### src/rtl/cic_comb_decimator.sv
// rtl/cic_comb_decimator.sv - CIC decimator comb section: rate counter, comb chain, truncating output
module cic_comb_decimator #(
   parameter int DATA_WIDTH_INP = 16,
   parameter int DATA_WIDTH_OUT = 12,
   parameter int STAGES         = 3,
   parameter int DECIMATION     = 4,
   parameter int DIFF_DELAY     = 1
) (
   input  logic                              clk,
   input  logic                              reset,
   input  logic signed [DATA_WIDTH_INP-1:0]  inp_samp_data,
   input  logic                              inp_samp_str,
   output logic signed [DATA_WIDTH_OUT-1:0]  out_samp_data,
   output logic                              out_samp_str
);

   localparam int CNT_W = (DECIMATION > 1) ? $clog2(DECIMATION) : 1;
   localparam logic [CNT_W-1:0] CNT_MAX = CNT_W'(DECIMATION - 1);

   // Rate counter; a strobe is taken only when it sees the counter at zero
   logic [CNT_W-1:0] dec_cnt;
   logic             accept;

   // Index 0 is the registered accepted sample, index k is the output of comb stage k
   logic signed [DATA_WIDTH_INP-1:0] stage_data [0:STAGES];
   logic                             stage_vld  [0:STAGES];

   // Per-stage differential delay line; entry 0 is the newest stage input
   logic signed [DATA_WIDTH_INP-1:0] dly [0:STAGES-1][0:DIFF_DELAY-1];

   assign accept = inp_samp_str && (dec_cnt == '0);

   // Decimation counter advances on every strobe and wraps at DECIMATION-1
   always_ff @(posedge clk) begin
      if (reset) begin
         dec_cnt <= '0;
      end else if (inp_samp_str) begin
         if (dec_cnt == CNT_MAX) begin
            dec_cnt <= '0;
         end else begin
            dec_cnt <= dec_cnt + 1'b1;
         end
      end
   end

   // Capture accepted samples into the stage-0 register
   always_ff @(posedge clk) begin
      if (reset) begin
         stage_data[0] <= '0;
         stage_vld[0]  <= 1'b0;
      end else begin
         stage_vld[0] <= accept;
         if (accept) begin
            stage_data[0] <= inp_samp_data;
         end
      end
   end

   // Comb chain: each stage subtracts its input from DIFF_DELAY valid samples ago.
   // Subtraction wraps at DATA_WIDTH_INP bits so integrator overflow cancels out.
   always_ff @(posedge clk) begin
      if (reset) begin
         for (int k = 1; k <= STAGES; k++) begin
            stage_data[k] <= '0;
            stage_vld[k]  <= 1'b0;
         end
         for (int k = 0; k < STAGES; k++) begin
            for (int i = 0; i < DIFF_DELAY; i++) begin
               dly[k][i] <= '0;
            end
         end
      end else begin
         for (int k = 1; k <= STAGES; k++) begin
            stage_vld[k] <= stage_vld[k-1];
            if (stage_vld[k-1]) begin
               stage_data[k] <= stage_data[k-1] - dly[k-1][DIFF_DELAY-1];
               dly[k-1][0]   <= stage_data[k-1];
               for (int i = 1; i < DIFF_DELAY; i++) begin
                  dly[k-1][i] <= dly[k-1][i-1];
               end
            end
         end
      end
   end

   // The final stage register only loads on valid, so the output holds between strobes
   assign out_samp_data = $signed(stage_data[STAGES][DATA_WIDTH_INP-1 -: DATA_WIDTH_OUT]);
   assign out_samp_str  = stage_vld[STAGES];

   // Low-order bits are dropped by the MSB-aligned truncation
   logic unused_final_bits;
   assign unused_final_bits = ^stage_data[STAGES];

endmodule

### config.mk
export PLATFORM = sky130hd
export DESIGN_NAME = cic_comb_decimator
export DESIGN_NICKNAME = d
export VERILOG_FILES = /design/src/rtl/cic_comb_decimator.sv
export SDC_FILE = /design/constraint.sdc
export NUM_CORES = 1
export LEC_CHECK = 0
export CORE_MARGIN = 4
export CORE_UTILIZATION = 25
export DETAILED_ROUTE_END_ITERATION = 6
export SETUP_SLACK_MARGIN = 0.4
export SKIP_LAST_GASP = 1
export SLEW_MARGIN = 20
export SYNTH_ARGS = -nofsm -noshare
export SYNTH_HDL_FRONTEND = slang
export SYNTH_SLANG_ARGS = --single-unit
### constraint.sdc
create_clock -name clk -period 2.5 [get_ports clk]
set_clock_uncertainty 0.05 [all_clocks]
set_input_delay 0.625 -clock clk [delete_from_list [all_inputs] [get_ports clk]]
set_output_delay 0.625 -clock clk [all_outputs]
set_load 0.05 [all_outputs]
==> Flow_metrics.wiki <==
{| class="wikitable"
! Metric !! Value
|-
| Result of the run || finished, final reports clean
|-
| DRC violation count after routing || 0
|-
| Fraction of final layout cells sized beyond drive strength 1 || 0.2343
|-
| Starting density of the core || 0.2544
|-
| Count of hold buffers inserted by post-cts repair || 0
|-
| First-pass GRT wire length || just under 20 mm
|-
| TritonCTS clock tree || yes
|-
| Routability Congestion || between 0.8 and 0.9
|-
| Width of the die || roughly 170 um
|-
| Die Span Y || 168.3 um
|-
| Max Slew Vio Count || 0
|-
| Actual transition at the worst max-transition pin || 716.3 ps
|-
| Number of synthesized register bits || 114
|-
| Final Hold Viols || 0
|-
| Proportion of synthesized chip area in sequential cells || 0.5236
|-
| Floorplan core area || 25250 um2
|-
| Port Buffer Count || 31
|-
| Yosys top cell by area || edfxtp_1
|-
| Total power divided by cell area || 738.1 nW/um2
|-
| CP Launch Type || flip-flop
|-
| Nets@finish || 724
|-
| Via count || 4367
|-
| Maximum level of the CTS H-tree || 4
|-
| Number of sinks on the clock net || 114
|-
| Type of the most critical hold path || flip-flop to flip-flop
|-
| Synth top area cells || edfxtp_1 50%, ha_1 9.0%, and2_1 6.0%
|-
| Post-synthesis async set-or-reset flop share || 0
|-
| Violation count after the first detailed-routing iteration || 197
|-
| Register-to-register setup slack || roughly 190 ps
|-
| Max_slew headroom || 0.5207
|-
| Setup Crit Path Kind || flip-flop to flip-flop
|-
| Leakage power figure || 3.330 nW
|-
| Final std cells w/o fill || 1000
|-
| Via/cell ratio || between 4 and 5
|-
| Share of the synthesized area in the top cell type || 0.5049
|-
| Critical R2R Launch || stage_data[0][1]
|-
| Post-synthesis cell count || around 600
|-
| Maximum number of pins on one net before global-route repair || 29
|-
| Number of CTS-inserted buffers || 17
|-
| Later-pin clock latency in the skew report || 410 ps
|-
| Worst reg2reg endpoint || stage_data[1][15]
|-
| Pwr Total || around 6.3 mW
|-
| Post-synth net total || approximately 660
|-
| DRT Wirelength || 12.00 mm
|-
| Capturing element type of the critical path || flip-flop
|-
| Clock transition at path regs || 60 ps
|-
| Count of distinct cell types in the synthesized netlist || 51
|-
| Placed standard-cell area || 7173 um2
|-
| Placed Cells || 947
|-
| Design Area, Final || approximately 8500 um2
|-
| Commonest cells after routing, fill and taps aside || 108 x edfxtp_1, 62 x and2_1, 51 x inv_1
|-
| Part of the cycle the worst path needs || 0.9230
|-
| Synth Flop Type || edfxtp_1
|-
| Data arrival time of the critical path || 2520 ps
|-
| Die area || 28320 um2
|-
| Initial DRT Pass Iterations || 5
|-
| Number of nets with antenna violations after detailed routing || 0
|-
| Total I/O pin count || 32
|-
| Mean routed wirelength per cell || 12.00 um
|-
| Filler cell count in the final layout || between 2000 and 3000
|-
| Data required time at the worst endpoint || 2710 ps
|-
| Maximum capacitance violations || 0
|-
| Crit-path max FO || 2
|-
| Number of diodes added for antenna fixing || 0
|-
| Post-synthesis to final-layout area growth || 32.45%
|-
| Warnings, synthesis || 0
|-
| Synth Cell Area || about 6400 um2
|-
| Most common library cell in the layout ignoring fill and taps || edfxtp_1
|-
| Avg Inst Size Synth || ~11 um2
|-
| Number of synthesized flops with an enable pin || 108
|-
| Total grt overflow || 0
|-
| Placed wire-length estimate || 7.956 mm
|-
| RSZ-0062 raised after global routing || yes
|-
| Hold endpoint || dec_cnt[1]
|-
| Achievable frequency || 0.4334 GHz
|-
| All-Layer GR Usage || 0.08414
|-
| Startpoint of the lowest-slack hold path || dec_cnt[1]
|-
| Root Buffer || clkbuf_16
|-
| Final-layout setup total negative slack || 0 ps
|-
| Number of cells on the worst hold path || 2
|-
| Cell depth of the worst flop-to-flop path || 7
|-
| Number of core rows || 58
|-
| Initial antenna violation count || 0
|-
| Worst voltage drop across the vdd grid || ~0.38 mV
|-
| Bufs on Longest Clock Path || 2
|-
| Final setup violation count || 0
|-
| Vias in the first global route || 4143
|-
| Min Clock Period, post-route || approximately 2300 ps
|}
==> worst max-delay path by stage <==
stage	start	to	slack (ps)	cells past startpoint
2_1_floorplan	dly[0][1]	stage_data[1][15]	320	8
3_3_place_gp	reset	dly[0][2]	130	5
3_5_place_dp	stage_data[0][0]	stage_data[1][12]	80	9
4_1_cts	stage_data[0][1]	stage_data[1][15]	220	7
5_1_grt	stage_data[0][1]	stage_data[1][15]	80	7
6_report	stage_data[0][1]	stage_data[1][15]	190	7
==> critical path, cell delays in order (launching register included) <==
cell,delay [ps]
edfxtp_1,410
ha_1,320
nor2b_4,130
o31a_1,290
o31ai_4,240
nor3_2,90
or4_1,480
a21oi_1,150
==> per-stage QoR <==
| step | hold WS [ps] | setup slack, ps | utilization |
|---|---|---|---|
| 6_report | 485.4 | 192.4 | 0.3369 |
| 3_5_place_dp | 489.1 | 75.98 | 0.2840 |
| 5_1_grt | 527.8 | 84.54 | 0.3369 |
| 3_3_place_gp | 464.3 | 130.2 | 0.2840 |
| 4_1_cts | 500.2 | 218.7 | 0.3220 |
| 2_1_floorplan | 437.1 | 321.6 | - |
==> layer usage <==
layer	part of all wire	GRT usage	vias up	wire length [um]
met4	0.0083	0.02646	0	100
met2	0.49	0.1417	76	5921
met1	0.46	0.1059	2018	5528
met3	0.037	0.02184	13	446
li1	-	-	2260	-
met5	0	0	-	0
==> cell type report <==
cell class,count,area (um2),area share
clock buffer,21,470.5,0.05529
clock inverter,11,176.4,0.02074
inverter,55,206.4,0.02426
multi-input combinational,406,3329,0.3913
sequential,114,3363,0.3953
tap,330,412.9,0.04853
timing repair buffer,63,549.3,0.06456
==> where the power goes <==
| group | leakage [nW] | total, mW | switching (mW) | internal (mW) |
|---|---|---|---|---|
| Combinational | 1.84 | 1.37 | 0.739 | 0.628 |
| Sequential | 1.18 | 2.31 | 0.0645 | 2.24 |
| Clock | 0.302 | 2.60 | 0.852 | 1.75 |
| Total | 3.33 | 6.28 | 1.65 | 4.63 |
==> synth_stat cells (3+ instances only) <==
cell type  number
ha_1           46
xor2_1         11
nor2b_1         6
nand2_1        27
and3_1          6
a21oi_1        30
o21a_1          9
o21ai_0        15
nand2b_1       10
clkbuf_1       19
or2_2           7
o21ai_1        13
a221oi_1        3
inv_1          55
nand4_1         7
a31oi_1        14
nor2_1         40
nand3_1         9
dfxtp_1         6
a211oi_1        6
o31a_1          3
mux2i_1         5
nor3b_1         4
xnor2_1        11
and2_1         62
edfxtp_1      108
a21o_1         14
nor3_1         20
==> registers in the layout, indices dropped and copies added, names as in the netlist <==
| register | count |
|---|---|
| dly | 48 |
| dec_cnt | 2 |
| stage_data | 60 |
| stage_vld | 4 |
==> cell families after synthesis <==
family / share of synthesized area
DFF: 0.5236
AOI/OAI and AO/OA: 0.1264
and+or+nand+nor: 0.1726
adders and majority gates: 0.09583
xor gates and xnor gates: 0.03000
muxes: 0.007792
buffers and inverters: 0.04383
==> repair_timing <==
item,CTS,global route
pin swaps,29,32
endpoints found under the setup margin,34,31
resized for setup,60,59
setup buffers,10,11
Note: power is estimated with default switching activity, not from simulation.
